[config.mk]
export PLATFORM = sky130hd
export DESIGN_NAME = sat_addsub_pipe
export DESIGN_NICKNAME = d
export VERILOG_FILES = /design/src/rtl/sat_addsub_pipe_pkg.sv /design/src/rtl/sat_addsub_pipe_addsub_slice.sv /design/src/rtl/sat_addsub_pipe.sv
export SDC_FILE = /design/constraint.sdc
export NUM_CORES = 1
export LEC_CHECK = 0
export ABC_CLOCK_PERIOD_IN_PS = 4500
export CAP_MARGIN = 20
export CORE_MARGIN = 2
export CORE_UTILIZATION = 50
export DETAILED_ROUTE_END_ITERATION = 12
export HOLD_SLACK_MARGIN = 0.06
export PLACE_DENSITY = 0.79
export SKIP_LAST_GASP = 1
export SLEW_MARGIN = 15
export SYNTH_ARGS = -nofsm -noshare
export SYNTH_HDL_FRONTEND = slang
export SYNTH_HIERARCHICAL = 1
export SYNTH_SLANG_ARGS = --single-unit
export TNS_END_PERCENT = 100
[constraint.sdc]
create_clock -name clk -period 4.5 [get_ports clk]
set_input_delay 0.9 -clock clk [delete_from_list [all_inputs] [get_ports clk]]
set_output_delay 0.9 -clock clk [all_outputs]
set_load 0.01 [all_outputs]
[src/rtl/sat_addsub_pipe_pkg.sv]
// Shared definitions for the saturating add/subtract pipeline.
//   ADDSUB_OP_ADD / ADDSUB_OP_SUB : encoding of the 'sub' operation select
//   smax_of(w) / smin_of(w)       : signed max/min of a w-bit value (w <= 64),
//                                   returned zero-extended to 64 bits
package sat_addsub_pipe_pkg;

    localparam logic ADDSUB_OP_ADD = 1'b0;
    localparam logic ADDSUB_OP_SUB = 1'b1;

    function automatic logic [63:0] smax_of(input int unsigned w);
        return (64'd1 << (w - 1)) - 64'd1;
    endfunction

    function automatic logic [63:0] smin_of(input int unsigned w);
        return 64'd1 << (w - 1);
    endfunction

endpackage

[src/rtl/sat_addsub_pipe_addsub_slice.sv]
// addsub_slice: combinational W-bit adder a + b + cin.
// Ports:
//   a, b   in  W  addends (b already inverted by the caller for subtraction)
//   cin    in  1  carry in
//   sum    out W  a + b + cin mod 2^W
//   cout   out 1  carry out of the MSB
//   c_msb  out 1  carry into the MSB (overflow = c_msb ^ cout)
module addsub_slice #(
    parameter int W = 8
) (
    input  logic [W-1:0] a,
    input  logic [W-1:0] b,
    input  logic         cin,
    output logic [W-1:0] sum,
    output logic         cout,
    output logic         c_msb
);

    // Low W-1 bits are added with one spare bit so the carry into the MSB
    // is visible; the MSB is then added separately.
    logic [W-1:0] low_ext;
    logic [1:0]   top;

    always_comb begin
        low_ext = {1'b0, a[W-2:0]} + {1'b0, b[W-2:0]} + {{(W-1){1'b0}}, cin};
        top     = {1'b0, a[W-1]} + {1'b0, b[W-1]} + {1'b0, low_ext[W-1]};
    end

    assign sum   = {top[0], low_ext[W-2:0]};
    assign cout  = top[1];
    assign c_msb = low_ext[W-1];

endmodule

[src/rtl/sat_addsub_pipe.sv]
// sat_addsub_pipe: pipelined two's-complement add/subtract with per-op
// saturate/wrap, signed overflow flag and sticky overflow status.
// Ports:
//   clk, rst_n              clock, async active-low reset
//   in_valid/in_ready       operand beat handshake (a, b, sub, sat_en)
//   out_valid/out_ready     result beat handshake (sum, ovfl)
//   ovfl_sticky             set by any accepted result with ovfl=1
//   clr_sticky              synchronous clear of ovfl_sticky (set wins)
// PIPE=1 computes the full result in one stage; PIPE=2 splits the carry
// chain at WIDTH/2 with a register between the halves.
module sat_addsub_pipe
    import sat_addsub_pipe_pkg::*;
#(
    parameter int WIDTH = 16,
    parameter int PIPE  = 2
) (
    input  logic             clk,
    input  logic             rst_n,
    input  logic             in_valid,
    output logic             in_ready,
    input  logic [WIDTH-1:0] a,
    input  logic [WIDTH-1:0] b,
    input  logic             sub,
    input  logic             sat_en,
    output logic             out_valid,
    input  logic             out_ready,
    output logic [WIDTH-1:0] sum,
    output logic             ovfl,
    output logic             ovfl_sticky,
    input  logic             clr_sticky
);

    localparam logic [63:0]      SMAX_W = smax_of(WIDTH);
    localparam logic [63:0]      SMIN_W = smin_of(WIDTH);
    localparam logic [WIDTH-1:0] SMAX   = SMAX_W[WIDTH-1:0];
    localparam logic [WIDTH-1:0] SMIN   = SMIN_W[WIDTH-1:0];

    logic             out_valid_q;
    logic [WIDTH-1:0] sum_q;
    logic             ovfl_q;
    logic             sticky_q;

    // Next-state of the output stage, produced by the selected pipeline shape.
    logic             out_valid_d;
    logic [WIDTH-1:0] sum_d;
    logic             ovfl_d;

    logic             ready_out;
    logic [WIDTH-1:0] b_eff;

    assign ready_out = ~out_valid_q | out_ready;
    assign b_eff     = (sub == ADDSUB_OP_SUB) ? ~b : b;

    if (PIPE == 2) begin : g_pipe2
        localparam int H = WIDTH / 2;

        logic         s1_valid_q;
        logic [H-1:0] s1_lo_q;
        logic         s1_c_q;
        logic [H-1:0] s1_a_hi_q;
        logic [H-1:0] s1_b_hi_q;
        logic         s1_sat_q;
        logic         s1_ready;

        logic [H-1:0] lo_sum;
        logic         lo_cout;
        logic         unused_lo_cmsb;
        logic [H-1:0] hi_sum;
        logic         hi_cout;
        logic         hi_cmsb;

        addsub_slice #(.W(H)) u_lo (
            .a     (a[H-1:0]),
            .b     (b_eff[H-1:0]),
            .cin   (sub),
            .sum   (lo_sum),
            .cout  (lo_cout),
            .c_msb (unused_lo_cmsb)
        );

        assign s1_ready = ~s1_valid_q | ready_out;
        assign in_ready = s1_ready;

        always_ff @(posedge clk or negedge rst_n) begin
            if (!rst_n) begin
                s1_valid_q <= 1'b0;
                s1_lo_q    <= '0;
                s1_c_q     <= 1'b0;
                s1_a_hi_q  <= '0;
                s1_b_hi_q  <= '0;
                s1_sat_q   <= 1'b0;
            end else if (s1_ready) begin
                s1_valid_q <= in_valid;
                if (in_valid) begin
                    s1_lo_q   <= lo_sum;
                    s1_c_q    <= lo_cout;
                    s1_a_hi_q <= a[WIDTH-1:H];
                    s1_b_hi_q <= b_eff[WIDTH-1:H];
                    s1_sat_q  <= sat_en;
                end
            end
        end

        addsub_slice #(.W(H)) u_hi (
            .a     (s1_a_hi_q),
            .b     (s1_b_hi_q),
            .cin   (s1_c_q),
            .sum   (hi_sum),
            .cout  (hi_cout),
            .c_msb (hi_cmsb)
        );

        // Overflow direction follows the sign of a: only a non-negative a
        // can overflow upwards, only a negative a downwards.
        assign ovfl_d      = hi_cmsb ^ hi_cout;
        assign sum_d       = (s1_sat_q & ovfl_d) ? (s1_a_hi_q[H-1] ? SMIN : SMAX)
                                                 : {hi_sum, s1_lo_q};
        assign out_valid_d = s1_valid_q;
    end else begin : g_pipe1
        logic [WIDTH-1:0] raw;
        logic             cout;
        logic             cmsb;

        addsub_slice #(.W(WIDTH)) u_full (
            .a     (a),
            .b     (b_eff),
            .cin   (sub),
            .sum   (raw),
            .cout  (cout),
            .c_msb (cmsb)
        );

        assign in_ready    = ready_out;
        assign ovfl_d      = cmsb ^ cout;
        assign sum_d       = (sat_en & ovfl_d) ? (a[WIDTH-1] ? SMIN : SMAX) : raw;
        assign out_valid_d = in_valid;
    end

    always_ff @(posedge clk or negedge rst_n) begin
        if (!rst_n) begin
            out_valid_q <= 1'b0;
            sum_q       <= '0;
            ovfl_q      <= 1'b0;
        end else if (ready_out) begin
            out_valid_q <= out_valid_d;
            if (out_valid_d) begin
                sum_q  <= sum_d;
                ovfl_q <= ovfl_d;
            end
        end
    end

    always_ff @(posedge clk or negedge rst_n) begin
        if (!rst_n) begin
            sticky_q <= 1'b0;
        end else if (out_valid_q & out_ready & ovfl_q) begin
            sticky_q <= 1'b1;
        end else if (clr_sticky) begin
            sticky_q <= 1'b0;
        end
    end

    assign out_valid   = out_valid_q;
    assign sum         = sum_q;
    assign ovfl        = ovfl_q;
    assign ovfl_sticky = sticky_q;

endmodule

## Yosys cells after proc, flatten, opt, wreduce, memory -nomap -nowiden

Index checks and enable logic that the tools add are counted.

| operators by class | value |
|---|---|
| add/subtract/negate cells | 8 |
| multiply operators | 0 |
| divide/modulo/power cells | 0 |
| magnitude comparators | 0 |
| eq/ne operators | 0 |
| shifts and indexed selects | 0 |
| mux-type cells | 5 |
| bitwise gates (word level) | 9 |
| reductions and logical operators | 3 |

Operators by type and width:

| operator | number |
|---|---|
| 16-bit two-way mux | 3 |
| 7-bit by 7-bit adder with 8-bit output | 2 |
| 8-bit by 1-bit adder with 8-bit output | 2 |
| 16-bit inverter | 1 |
| 1-bit by 1-bit adder with 2-bit output | 2 |
| 2-bit by 1-bit adder with 2-bit output | 2 |
| 2-bit AND reduction | 2 |
| 1-bit AND | 3 |
| 1-bit two-way mux | 2 |
| 1-bit inverter | 2 |
| 1-bit bitwise OR | 2 |
| 2-bit nonzero test | 1 |
| 1-bit bitwise XOR | 1 |

| word-level totals | value |
|---|---|
| flip-flop bits (word level) | 46 |
| bits in latches | 0 |
| bits in writable memories | 0 |
| ROM bits | 0 |
| input bits | 39 |
| word-level logic and storage cells | 35 |
| memories kept | 0 |

## Logic depth before layout (Yosys ltp)

| logic depth | value |
|---|---|
| depth after elaboration | 6 |
| gate-level depth with buffers | 11 |
| depth with buffers taken out | 10 |

## Modules after synthesis

The synthesis kept the hierarchy.

By module, submodules not included:

| module | instances | cells each | area each (um^2) | sequential area each (um^2) |
|---|---|---|---|---|
| sat_addsub_pipe | 1 | 146 | 2049.5 | 1151.1 |
| addsub_slice | 2 | 42 | 334.1 | 0.0 |

## Least setup slack after synthesis

Ideal clock, no wire load.

| timing path | value |
|---|---|
| kind | input-to-reg |
| start point | input port sub |
| end point | register g_pipe2.s1_lo_q[7] |
| setup time | 0.064 ns |
| data arrival time | 3.264 ns |
| required time | 4.436 ns |
| slack | 1.171 ns |
| stages | 11 |
| buffers on the path | 2 |
| path through | buf_2 > buf_2 > xor2_1 > fa_1 > a21oi_1 > nor2b_1 > a311o_2 > a31oi_1 > fa_1 > inv_1 > mux2_2 |

| between the ends | value |
|---|---|
| word-level cells in the longest chain between the ends | 4 |

Ends and longest elaborated chain:

| what | line | RTL |
|---|---|---|
| start: declaration | sat_addsub_pipe.sv:23 | `input logic sub,` |
| 16-bit two-way mux | sat_addsub_pipe.sv:52 | `assign b_eff = (sub == ADDSUB_OP_SUB) ? ~b : b;` |
| named net b_eff[0] | sat_addsub_pipe.sv:49 | `logic [WIDTH-1:0] b_eff;` |
| 7-bit by 7-bit adder with 8-bit output | sat_addsub_pipe_addsub_slice.sv:25 | `low_ext = {1'b0, a[W-2:0]} + {1'b0, b[W-2:0]} + {{(W-1){1'b0}}, cin};` |
| 8-bit by 1-bit adder with 8-bit output | sat_addsub_pipe_addsub_slice.sv:25 |  |
| 2-bit by 1-bit adder with 2-bit output | sat_addsub_pipe_addsub_slice.sv:26 | `top = {1'b0, a[W-1]} + {1'b0, b[W-1]} + {1'b0, low_ext[W-1]};` |
| named net g_pipe2.lo_sum[7] | sat_addsub_pipe.sv:65 | `logic [H-1:0] lo_sum;` |
| end signal: assignment | sat_addsub_pipe.sv:95 | `s1_lo_q <= lo_sum;` |
| end: declaration | sat_addsub_pipe.sv:58 | `logic [H-1:0] s1_lo_q;` |

The timed path passes the listed nets, and every way through them passes these cells.
A chain may end at the register's enable or synchronous reset.

## Final worst setup path

Same ends and word-level chain as after synthesis.

==> impl_metrics.env <==
export IMPL_outcome="completed"
export IMPL_coreArea_mm2=0.00517
export IMPL_hpwl_mm=3.84
export IMPL_postSynthAreaPerCell_um2=11.8
export IMPL_die_x_um=77.6
export IMPL_dieHeight_um=77.6
export IMPL_grt_start_max_net_pins=47
export IMPL_drt_total_wl_mm=5.16
export IMPL_gp_congestion=0.810
export IMPL_drtAntennaViolNets=0
export IMPL_area_growth_pct=27.8
export IMPL_critPathSlowestCell="clkdlybuf4s50_1"
export IMPL_slew_violations=0
export IMPL_arrival_ns=3.70
export IMPL_post_route_period_util_pct=76.7
export IMPL_cts_buffers_inserted=5
export IMPL_first_global_vias=1925
export IMPL_relSlewSlack_pct=35.5
export IMPL_antenna_found_initial=0
export IMPL_start_kind="input pin"
export IMPL_worstSetupPathType="input pin to flop"
export IMPL_syn_num_nets=286
export IMPL_num_rows=26
export IMPL_clock_path_buffers=2
export IMPL_synth_area_mm2=0.00271
export IMPL_drt_iter0_drc=98
export IMPL_clk_insertion_delay_late_ns=0.30
export IMPL_place_inst=349
export IMPL_final_area_mm2=0.00346
export IMPL_port_buffer_count=58
export IMPL_final_instance_count_excl_fill=357
export IMPL_end_kind="flop"
export IMPL_cp_common_cell="fa_1"
export IMPL_drt_pass1_iterations=4
export IMPL_grt_setup_unrepaired="no"
export IMPL_track_usage_pct=18.6
export IMPL_ios=59
export IMPL_period_minus_slack_ns=3.45
export IMPL_fin_tns_setup_ns=0
export IMPL_required_ns=4.75
export IMPL_antenna_cells=0
export IMPL_start_util_pct=52.4
export IMPL_dieArea_mm2=0.00602
export IMPL_p_per_area_mw_per_mm2=511
export IMPL_skew_ns=0.00930
export IMPL_htreeDepth=2
export IMPL_synth_warnings=6
export IMPL_hold_viol_final=0
export IMPL_drive_above_1_share_pct=17.4
export IMPL_fmaxAchievable_mhz=290
export IMPL_cts_resized=0
export IMPL_max_cap_violations=0
export IMPL_cts_root_buf="clkbuf_8"
export IMPL_hold_slack_ns=0.505
export IMPL_cts_tree="done"
export IMPL_grt_overflow_total=0
export IMPL_fin_ws_ns=1.05
export IMPL_grt_pass1_wl_mm=9.03
export IMPL_pre_cts_slack_ns=0.700
export IMPL_cts_sinks=46
export IMPL_cellLeakagePower_nw=1.47
export IMPL_cp_slowest_stage_delay_ns=0.65
export IMPL_clk_pin_slew_ns=0.09
export IMPL_power_total_mw=1.77
export IMPL_hp_class="flop to flop"
export IMPL_syn_instance_count=229
export IMPL_vias=1904
export IMPL_wl_per_cell_um=14.5
export IMPL_ir_worst_vdd_mv=0.219
export IMPL_hold_buffers=0
export IMPL_post_route_drc_count=0
export IMPL_post_cts_setup_buffers=0
export IMPL_place_area_mm2=0.00332
export IMPL_path_cells="clkdlybuf4s50_1, xor2_1, fa_1, a21oi_1, nor2b_1, a311o_2, a31oi_1, fa_1, inv_1, mux2_2"
export IMPL_viasPerCell=5.33
export IMPL_setup_viol=0
export IMPL_nNetsFinal=343
export IMPL_fin_util_pct=66.9
export IMPL_tightest_slew_ns=0.964
export IMPL_cp_max_fo=9
-- layer usage --
metal / track usage (%) / part of all wire (%) / vias up
met2: 30.7 / 49 / 51
met5: 0 / 0 / -
met3: 2.91 / 3.8 / 6
li1: - / - / 921
met4: 5.18 / 1.1 / 0
met1: 25.5 / 46 / 926
-- path summary, 6_finish.rpt --
check / end / slack (ns) / startpoint / depth (start not counted)
worst max-delay path: g_pipe2.s1_lo_q[7] / 1.05 / sub / 10
max in group asynchronous: sum[2] / 3.52 / rst_n / 1
worst max register to register: sum[13] / 1.08 / g_pipe2.s1_a_hi_q[0] / 10
worst min register to register: g_pipe2.s1_lo_q[1] / 0.51 / g_pipe2.s1_lo_q[1] / 1
worst min-delay path: g_pipe2.s1_lo_q[1] / 0.51 / g_pipe2.s1_lo_q[1] / 1
min in group asynchronous: g_pipe2.s1_a_hi_q[6] / 0.59 / rst_n / 1
-- placed cells by master, fill, tap and decap left out, types with 4 or more instances in the layout --
cell type	count
clkbuf_8	6
xor2_1	19
inv_1	21
a21boi_0	15
mux2_1	4
a21oi_1	7
o21ai_0	6
o22a_1	5
a31oi_1	5
xnor2_1	5
ha_1	12
clkdlybuf4s50_1	57
nor2_1	4
dfrtp_1	46
nor2b_1	6
mux2_2	22
fa_1	6
o22a_2	10
-- worst max-delay path: cells and delay by family --
kind                       cells  cell delay [ns]
and+or+nand+nor                1             0.07
adders and majority gates      2             0.85
buffers and inverters          2             0.71
muxes                          1             0.13
xor gates and xnor gates       1             0.28
AOI/OAI and AO/OA              3             0.76
-- flip-flops by register name (all words and copies together) (netlist names) --
signal	cells
g_pipe2.s1_a_hi_q	8
g_pipe2.s1_sat_q	1
g_pipe2.s1_b_hi_q	8
g_pipe2.s1_c_q	1
sum	16
ovfl_sticky	1
g_pipe2.s1_valid_q	1
g_pipe2.s1_lo_q	8
ovfl	1
out_valid	1
-- where the power goes --
part | internal [mW] | switching (mW) | total (mW)
Sequential | 0.547 | 0.0827 | 0.630
Combinational | 0.427 | 0.337 | 0.764
Clock | 0.237 | 0.138 | 0.374
Total | 1.21 | 0.557 | 1.77
-- layout make-up --
cell class	count	area (µm²)
fillers	396	1710
multi-input cells	152	1410
flip-flops and latches	46	1150
repair buffers	59	586
well taps	70	87.6
clock buffers	6	82.6
inverters	22	82.6
clock inverters	2	60.1
Power figures use the tool's default switching activity.
